`src/rtl/sync_fifo_param.sv`:
```
// Single-clock parametrised FIFO with threshold flags, occupancy count,
// simultaneous read/write, selectable first-word-fall-through read mode,
// and both pulsed and sticky overflow/underflow reporting.
//
// Handshake: a write is taken on a rising edge when wr_en is high and the
// FIFO is not full, or when it is full but a read is taken on the same edge.
// A read is taken when rd_en is high and the FIFO is not empty. There is no
// write-to-read bypass: an empty FIFO always rejects a read. Standard mode
// presents each popped word one cycle after the pop, qualified by a
// single-cycle rd_valid. FWFT mode presents the head word continuously while
// rd_valid (= !empty) is high, and rd_en acknowledges it. A request that is
// not taken changes nothing except the error outputs.
module sync_fifo_param #(
    parameter int DATA_WIDTH = 8,
    parameter int ADDR_WIDTH = 6,
    parameter int AF_THRESH  = 57,
    parameter int AE_THRESH  = 7,
    parameter int FWFT       = 0
) (
    input  logic                  clk,
    input  logic                  reset,
    input  logic                  wr_en,
    input  logic [DATA_WIDTH-1:0] wr_data,
    input  logic                  rd_en,
    output logic [DATA_WIDTH-1:0] rd_data,
    output logic                  rd_valid,
    output logic [ADDR_WIDTH:0]   count,
    output logic                  full,
    output logic                  almost_full,
    output logic                  empty,
    output logic                  almost_empty,
    output logic                  overflow,
    output logic                  underflow,
    input  logic                  err_clr,
    output logic [1:0]            err_sticky
);

    localparam int DEPTH = 1 << ADDR_WIDTH;
    localparam int CW    = ADDR_WIDTH + 1;

    // Thresholds and depth as unsigned count-width values so every flag is a
    // same-width unsigned compare against the registered count.
    localparam logic [CW-1:0] DEPTH_C = CW'(DEPTH);
    localparam logic [CW-1:0] AF_C    = CW'(AF_THRESH);
    localparam logic [CW-1:0] AE_C    = CW'(AE_THRESH);

    logic [DATA_WIDTH-1:0] mem [DEPTH];

    logic [ADDR_WIDTH-1:0] wr_ptr;
    logic [ADDR_WIDTH-1:0] rd_ptr;
    logic [CW-1:0]         count_q;
    logic [CW-1:0]         count_d;

    logic                  rd_ok;
    logic                  wr_ok;
    logic                  ovf_now;
    logic                  unf_now;

    logic                  overflow_q;
    logic                  underflow_q;
    logic [1:0]            sticky_q;
    logic [1:0]            sticky_d;

    // Status flags decode the registered count only, so they never glitch
    // on request inputs.
    always_comb begin
        empty        = (count_q == '0);
        full         = (count_q == DEPTH_C);
        almost_full  = (count_q >= AF_C);
        almost_empty = (count_q <= AE_C);
    end

    // Accept decisions: a read frees a slot, so a full FIFO still takes a
    // write alongside a read; an empty FIFO never serves a read.
    always_comb begin
        rd_ok   = rd_en && !empty;
        wr_ok   = wr_en && (!full || rd_ok);
        ovf_now = wr_en && !wr_ok;
        unf_now = rd_en && !rd_ok;
    end

    // Next occupancy: unchanged when both or neither operation is taken.
    always_comb begin
        count_d = count_q;
        case ({wr_ok, rd_ok})
            2'b10:   count_d = count_q + CW'(1);
            2'b01:   count_d = count_q - CW'(1);
            default: count_d = count_q;
        endcase
    end

    // Sticky errors: a new error overrides a coincident clear.
    always_comb begin
        sticky_d = err_clr ? 2'b00 : sticky_q;
        sticky_d = sticky_d | {ovf_now, unf_now};
    end

    // Storage array; left uninitialised by reset, written only on accept.
    always_ff @(posedge clk) begin
        if (wr_ok) begin
            mem[wr_ptr] <= wr_data;
        end
    end

    // Pointers and occupancy; reset discards all stored words at once.
    always_ff @(posedge clk or posedge reset) begin
        if (reset) begin
            wr_ptr  <= '0;
            rd_ptr  <= '0;
            count_q <= '0;
        end else begin
            if (wr_ok) begin
                wr_ptr <= wr_ptr + ADDR_WIDTH'(1);
            end
            if (rd_ok) begin
                rd_ptr <= rd_ptr + ADDR_WIDTH'(1);
            end
            count_q <= count_d;
        end
    end

    // Error pulses are registered one cycle after the rejected request.
    always_ff @(posedge clk or posedge reset) begin
        if (reset) begin
            overflow_q  <= 1'b0;
            underflow_q <= 1'b0;
            sticky_q    <= 2'b00;
        end else begin
            overflow_q  <= ovf_now;
            underflow_q <= unf_now;
            sticky_q    <= sticky_d;
        end
    end

    assign count      = count_q;
    assign overflow   = overflow_q;
    assign underflow  = underflow_q;
    assign err_sticky = sticky_q;

    generate
        if (FWFT != 0) begin : g_fwft
            // Head word is shown directly; valid whenever anything is stored.
            always_comb begin
                rd_data  = mem[rd_ptr];
                rd_valid = !empty;
            end
        end else begin : g_std
            logic [DATA_WIDTH-1:0] rd_data_q;
            logic                  rd_valid_q;

            // Registered read: data lands the cycle after the pop and is
            // held until the next accepted read.
            always_ff @(posedge clk or posedge reset) begin
                if (reset) begin
                    rd_data_q  <= '0;
                    rd_valid_q <= 1'b0;
                end else begin
                    rd_valid_q <= rd_ok;
                    if (rd_ok) begin
                        rd_data_q <= mem[rd_ptr];
                    end
                end
            end

            always_comb begin
                rd_data  = rd_data_q;
                rd_valid = rd_valid_q;
            end
        end
    endgenerate

endmodule

```
`config.mk`:
```
export PLATFORM = sky130hd
export DESIGN_NAME = sync_fifo_param
export DESIGN_NICKNAME = d
export VERILOG_FILES = /design/src/rtl/sync_fifo_param.sv
export SDC_FILE = /design/constraint.sdc
export NUM_CORES = 1
export LEC_CHECK = 0
export ABC_AREA = 1
export CELL_PAD_IN_SITES_DETAIL_PLACEMENT = 0
export CELL_PAD_IN_SITES_GLOBAL_PLACEMENT = 1
export CORE_MARGIN = 1
export CORE_UTILIZATION = 45
export CTS_BUF_LIST = sky130_fd_sc_hd__clkbuf_4
export CTS_CLUSTER_DIAMETER = 150
export DETAILED_ROUTE_END_ITERATION = 7
export GPL_TIMING_DRIVEN = 0
export PLACE_DENSITY_LB_ADDON = 0.1
export RECOVER_POWER = 50
export SYNTH_ARGS = -nofsm -noshare
export SYNTH_HDL_FRONTEND = slang
export SYNTH_SLANG_ARGS = --single-unit
```
`constraint.sdc`:
```
create_clock -name clk -period 2.8 [get_ports clk]
set_clock_uncertainty 0.15 [all_clocks]
set_input_delay 0.28 -clock clk [delete_from_list [all_inputs] [get_ports clk]]
set_output_delay 0.28 -clock clk [all_outputs]
set_load 0.01 [all_outputs]
```
### After elaboration in Yosys (flattened, before gate mapping)

Memories as Yosys holds them, arrays and structs flattened. A register that Yosys moved wholly into a read port is not among the register bits.
Cells that the tools add are included.

* $add $sub $neg: 4
* order comparisons: 2
* equality and inequality tests: 3
* mux-type cells: 4
* bitwise gates (word level): 1
* reduce and logical (&&, ||, !) cells: 11

Operators with widths (count)
* $pmux W7 S2: 1
* $add A6 B1 Y6 const B: 2
* $add A7 B1 Y7 const B: 1
* $eq A7 B7 Y1 const B: 1
* $ge A7 B6 Y1 const B: 1
* $le A7 B3 Y1 const B: 1
* $logic_not A7 Y1: 1
* $sub A7 B1 Y7 const B: 1
* $logic_and A1 B1 Y1: 4
* $logic_not A1 Y1: 4
* $eq A2 B1 Y1 const B: 1
* $eq A2 B2 Y1 const B: 1
* $mux W1: 2
* $mux W2: 1
* $or A2 B2 Y2: 1
* $reduce_bool A2 Y1: 1
* $logic_or A1 B1 Y1: 1

* bits in registers: 24
* bits in writable memories: 512
* input bits: 13
* output and inout bits: 24
* logic and storage cells: 33
* memories: 1

Memories
* mem: words 64, bits a word 8, rd ports 1, clocked after memory_dff 1, write ports 1, line 47 `logic [DATA_WIDTH-1:0] mem [DEPTH];`

### Logic depth before layout (Yosys ltp)

* depth after elaboration: 8
* depth in mapped cells: 15
* gate-level depth less buffers: 15

### Worst setup path after synthesis

Ideal clock, no wire load.

* path kind: reg2reg
* start point: register count_q[4], in the netlist count[4]
* end point: register count_q[6], in the netlist count[6]
* library setup time: 0.113 ns
* arrival time: 2.208 ns
* data required time: 2.537 ns
* path slack: 0.329 ns
* cell stages (with the launch flop): 16
* buffers on the path: 0
* clock period less this slack: 2.471 ns
* path through: dfrtp_1 inv_1 nand2_1 nor3_2 nand2_2 nand2_2 nor2_1 inv_1 fa_1 nor3_1 nor2_1 nand3b_1 nand2_1 nand2_1 nand2_1 inv_1

* longest elaborated chain between the ends: 7
* elaborated cells on any way between the ends: 13
* classes of those cells: add/sub (2); eq/ne (3); mux (1); reduce/logical (7)

RTL lines
* from (decl): line 51 `logic [CW-1:0] count_q;`
* from (signal assigned): line 118 `count_q <= count_d;`
* $logic_not A7 Y1: line 67 `empty = (count_q == '0);`
* $logic_not A1 Y1: line 76 `rd_ok = rd_en && !empty;`
* $logic_and A1 B1 Y1: line 76
* $logic_or A1 B1 Y1: line 77 `wr_ok = wr_en && (!full || rd_ok);`
* $logic_and A1 B1 Y1: line 77
* $eq A2 B1 Y1 / $eq A2 B2 Y1 (equally long branches): line 85 `case ({wr_ok, rd_ok})`
* $pmux W7 S2 / $reduce_bool A2 Y1 (equally long branches)

Parallel ways exist; a longest one is shown, timed or not.
A chain may end at the register's enable or synchronous reset.

### Final worst setup path

* start point: register count_q[3], in the netlist count[3]
* end point: memory mem[57][1] (enable)

* longest elaborated chain between the ends: 7
* elaborated cells on any way between the ends: 9
* classes of those cells: eq/ne (1); mux (2); reduce/logical (6)

RTL lines
* $logic_not A7 Y1: line 67
* $logic_not A1 Y1: line 76
* $logic_and A1 B1 Y1: line 76
* $logic_or A1 B1 Y1 *: line 77
* $logic_and A1 B1 Y1 *: line 77
* $mux W1 *: line 100 `if (wr_ok) begin`
* $mux W1 (implied by the code) *: line 101 `mem[wr_ptr] <= wr_data;`
* to (decl): line 47

Every way passes the cells marked *; elsewhere a longest branch is shown, timed or not.

==> results.yml <==
finish:
  drive_gt1_share_pct: 16.92
  finalInstanceArea_sq_mm: 0.02672
  final_core_util_pct: 52.93
  area_growth_pct: 15.14
  nNetsFinal: 2382
yosys:
  synth_fp_nets: 2175
  synth_edf_count: 512
  synth_ff_type: "edfxtp_1"
  yosys-top-cells-area: "edfxtp_1 66%, nand2_1 12%, nand3_1 6.1%"
  synth.avg_cell_area_sq_um: 10.77
  synth_most_common_cell: "nand2_1"
  synth_seq_cells: 544
  yosys_warnings: 0
  syn_area_sq_mm: 0.02320
  synth-seq-area-share_pct: 69.71
  synthCells: 2154
  async_flop_share_pct: 5.882
  ys_types: 34
  netlist_top_cells_count: "740 x nand2_1, 512 x edfxtp_1, 282 x nand3_1, 188 x inv_1, 151 x nor2_1"
  synth_top_area_share_pct: 66.26
  yosys.area.top_type: "edfxtp_1"
grt:
  top_usage_layer: "met2"
  use_met2_pct: 42.91
  grt_pass1_vias: 16020
  grt_remaining_overflow: 0
  met3_usage_pct: 8.566
  grt_max_degree: 65
  antenna_found_initial: 1
  gr-usage-met1_pct: 36.90
  grt_pass1_wl_um: 103500
  grt_use_total_pct: 27.69
sta:
  min_period_ns: 2.911
  tightest_slew_ns: 1.913
  whs_ns: 0.1088
  timing.final.ws_setup_ns: -0.1113
  fin_setup_tns_ns: -6.069
  finalCritPeriodShare_pct: 104.0
  worst_slew_margin_rel_pct: -27.54
  setup_viol: 110
  rsz0062_at_grt: "true"
  maxSlewViolCount: 332
  fmaxAchievable_mhz: 343.5
  hold_viol: 0
run_status:
  failed_checks: "capacitance limit, slew limit, setup timing"
  status: "complete, but fails checks"
placed_design:
  numPortBuffers: 36
  place_area_sq_mm: 0.02448
  gp_congestion: 0.9418
  hpwl_um: 47560
worst_setup_path:
  crit_path_end_kind: "flip-flop"
  crit_arrival_ns: 3.34
  crit_required_ns: 3.23
  r2r-end: "mem[57][1]$_DFFE_PP_"
  worstPathMaxFanout: 10
  r2r-start: "count[3]$_DFFE_PP0P_"
  critPathLaunchType: "flip-flop"
  rrSetupSlack_ns: -0.11
  r2r_cells: 9
  critPathKind: "flip-flop to flip-flop"
hold_path:
  hold_path_end: "count[6]$_DFFE_PP0P_"
  hp-class: "input pin to flip-flop"
  hold_path_depth: 6
  hold_start: "wr_en"
clocking:
  cts_made_buffers: 143
  htree_levels: 4
  clk_latency_ns: 0.96
  root_buffer: "clkbuf_4"
  path_clk_slew_ns: 0.06
  clock_path_buffers: 3
  cts_tree: "done"
  cts.sinks: 544
power:
  irDropWorstVdd_uv: 472.3
  p_leak_nw: 10.65
  p_per_area_mw_per_mm2: 1011
die:
  die_y_um: 229.1
  core.rowCount: 82
  die_w_um: 229.1
  die_area_sq_mm: 0.05248
  core-area_sq_mm: 0.05048
  initial_utilization_pct: 45.97
  pin_count: 37
routing:
  drt_wl_total_um: 70780
  postRouteAntennaNets: 0
  drt_iter0_drc: 1657
  dr.pass1.iters: 6
  wire_per_inst_um: 22.60
  vias: 16330
  vias_per_cell: 5.214
  drc_errors: 0
flow_run:
  cap_violations: 6
metal layers:
layer	share of wire, %	vias up
li1	-	7701
met1	42	7899
met2	46	644
met3	9.1	87
met4	2.4	0
met5	0	-
power breakdown:
part           internal, mW  switching [mW]  total (mW)  leakage, nW
clock network          3.68            3.22        6.90         1.10
registers              9.38           0.312        9.69         4.99
logic                  2.79            7.62        10.4         4.56
total                  15.9            11.2        27.0         10.6
placed cells by master, fill, tap and decap left out, types with 2 or more instances in the layout:
master           synthesis  routed
buf_4                   14      16
nor2_4                   1      25
o22ai_1                  2       2
o21ai_0                 23      23
o211ai_1                24      24
dfrtp_2                  0       3
inv_2                    6      12
nand2_2                  6       6
dfrtp_1                 32      29
dlygate4sd2_1            0       4
xor2_1                  13      13
clkinv_2                 0       7
nand4_2                  7       3
o21ai_1                  2       2
nor3_2                   1       3
clkinv_1                 2       9
buf_12                   0       2
a21oi_1                 35      35
ha_1                     7       7
clkbuf_4                 0     223
buf_2                   52      52
clkbuf_2                 0      11
buf_1                   13      13
dlygate4sd3_1            0      18
nor2_1                 151      93
nor3_1                   4       2
nand4_4                  0       4
inv_1                  188     187
edfxtp_1               512     512
buf_6                    9      10
nand3_1                282     282
clkdlybuf4s50_1          0      23
clkbuf_1                19      20
nor2_2                   0      34
nand2_1                740     740
stage by stage:
step | power [mW] | setup slack, ns | instances
2_1_floorplan | 15.62 | 0.3291 | 2154
3_3_place_gp | 19.82 | -0.9669 | 2862
3_5_place_dp | 19.88 | -0.8068 | 2867
4_1_cts | 26.92 | -0.2913 | 3129
5_1_grt | 28.43 | -0.1995 | 3132
6_report | 27.01 | -0.1113 | 3132
sequential cells by signal (all words and copies together) (netlist names):
signal / count
mem: 512
rd_data: 8
count: 7
rd_ptr: 6
wr_ptr: 6
err_sticky: 2
overflow: 1
rd_valid: 1
underflow: 1
layout make-up:
type                    count  area [sq um]
well taps                 672         840.8
flip-flops and latches    544         16180
clock inverters            20         110.1
multi-input cells        1306          6011
plain buffers             107         590.6
inverters                 197         742.0
repair buffers             62         566.8
fillers                  4560         23760
diodes                      1         2.502
clock buffers             223          1674
critical path, cell delays in order (launching register included):
cell     delay [ns]
dfrtp_1        0.42
inv_1          0.10
nand3_1        0.12
nor2_4         0.06
nand2_2        0.09
nand2_4        0.11
inv_2          0.15
buf_6          0.19
nand4_2        0.49
nor2_2         0.64
worst max-delay path by stage:
stage | cells after the start | slack, ns | startpoint | endpoint
after global routing | 9 | -0.20 | count[0]$_DFFE_PP0P_ | mem[25][2]$_DFFE_PP_
after CTS | 9 | -0.29 | count[3]$_DFFE_PP0P_ | mem[52][3]$_DFFE_PP_
after floorplan | 15 | 0.33 | count[4]$_DFFE_PP0P_ | count[6]$_DFFE_PP0P_
after detailed placement | 7 | -0.81 | rd_en | mem[42][6]$_DFFE_PP_
final | 9 | -0.11 | count[3]$_DFFE_PP0P_ | mem[57][1]$_DFFE_PP_
after global placement | 1 | -0.97 | wr_data[6] | mem[20][6]$_DFFE_PP_
kinds of logic after synthesis:
logic type      synth area share, %
compound gates                2.195
xor+xnor                     0.4907
fa+ha+maj                    0.4637
buf+inv                       5.726
flops                         69.71
simple gates                  21.42
what timing repair did:
item / CTS / global route
resized for setup: 63 / 38
pin swaps: 2 / 0
buffers inserted: 2 / 2
gates cloned: 0 / 0
hold buffers: 17 / 0
endpoints found under the hold margin: 555 / 0
setup endpoints to repair: 443 / 338
Power figures use the tool's default switching activity.
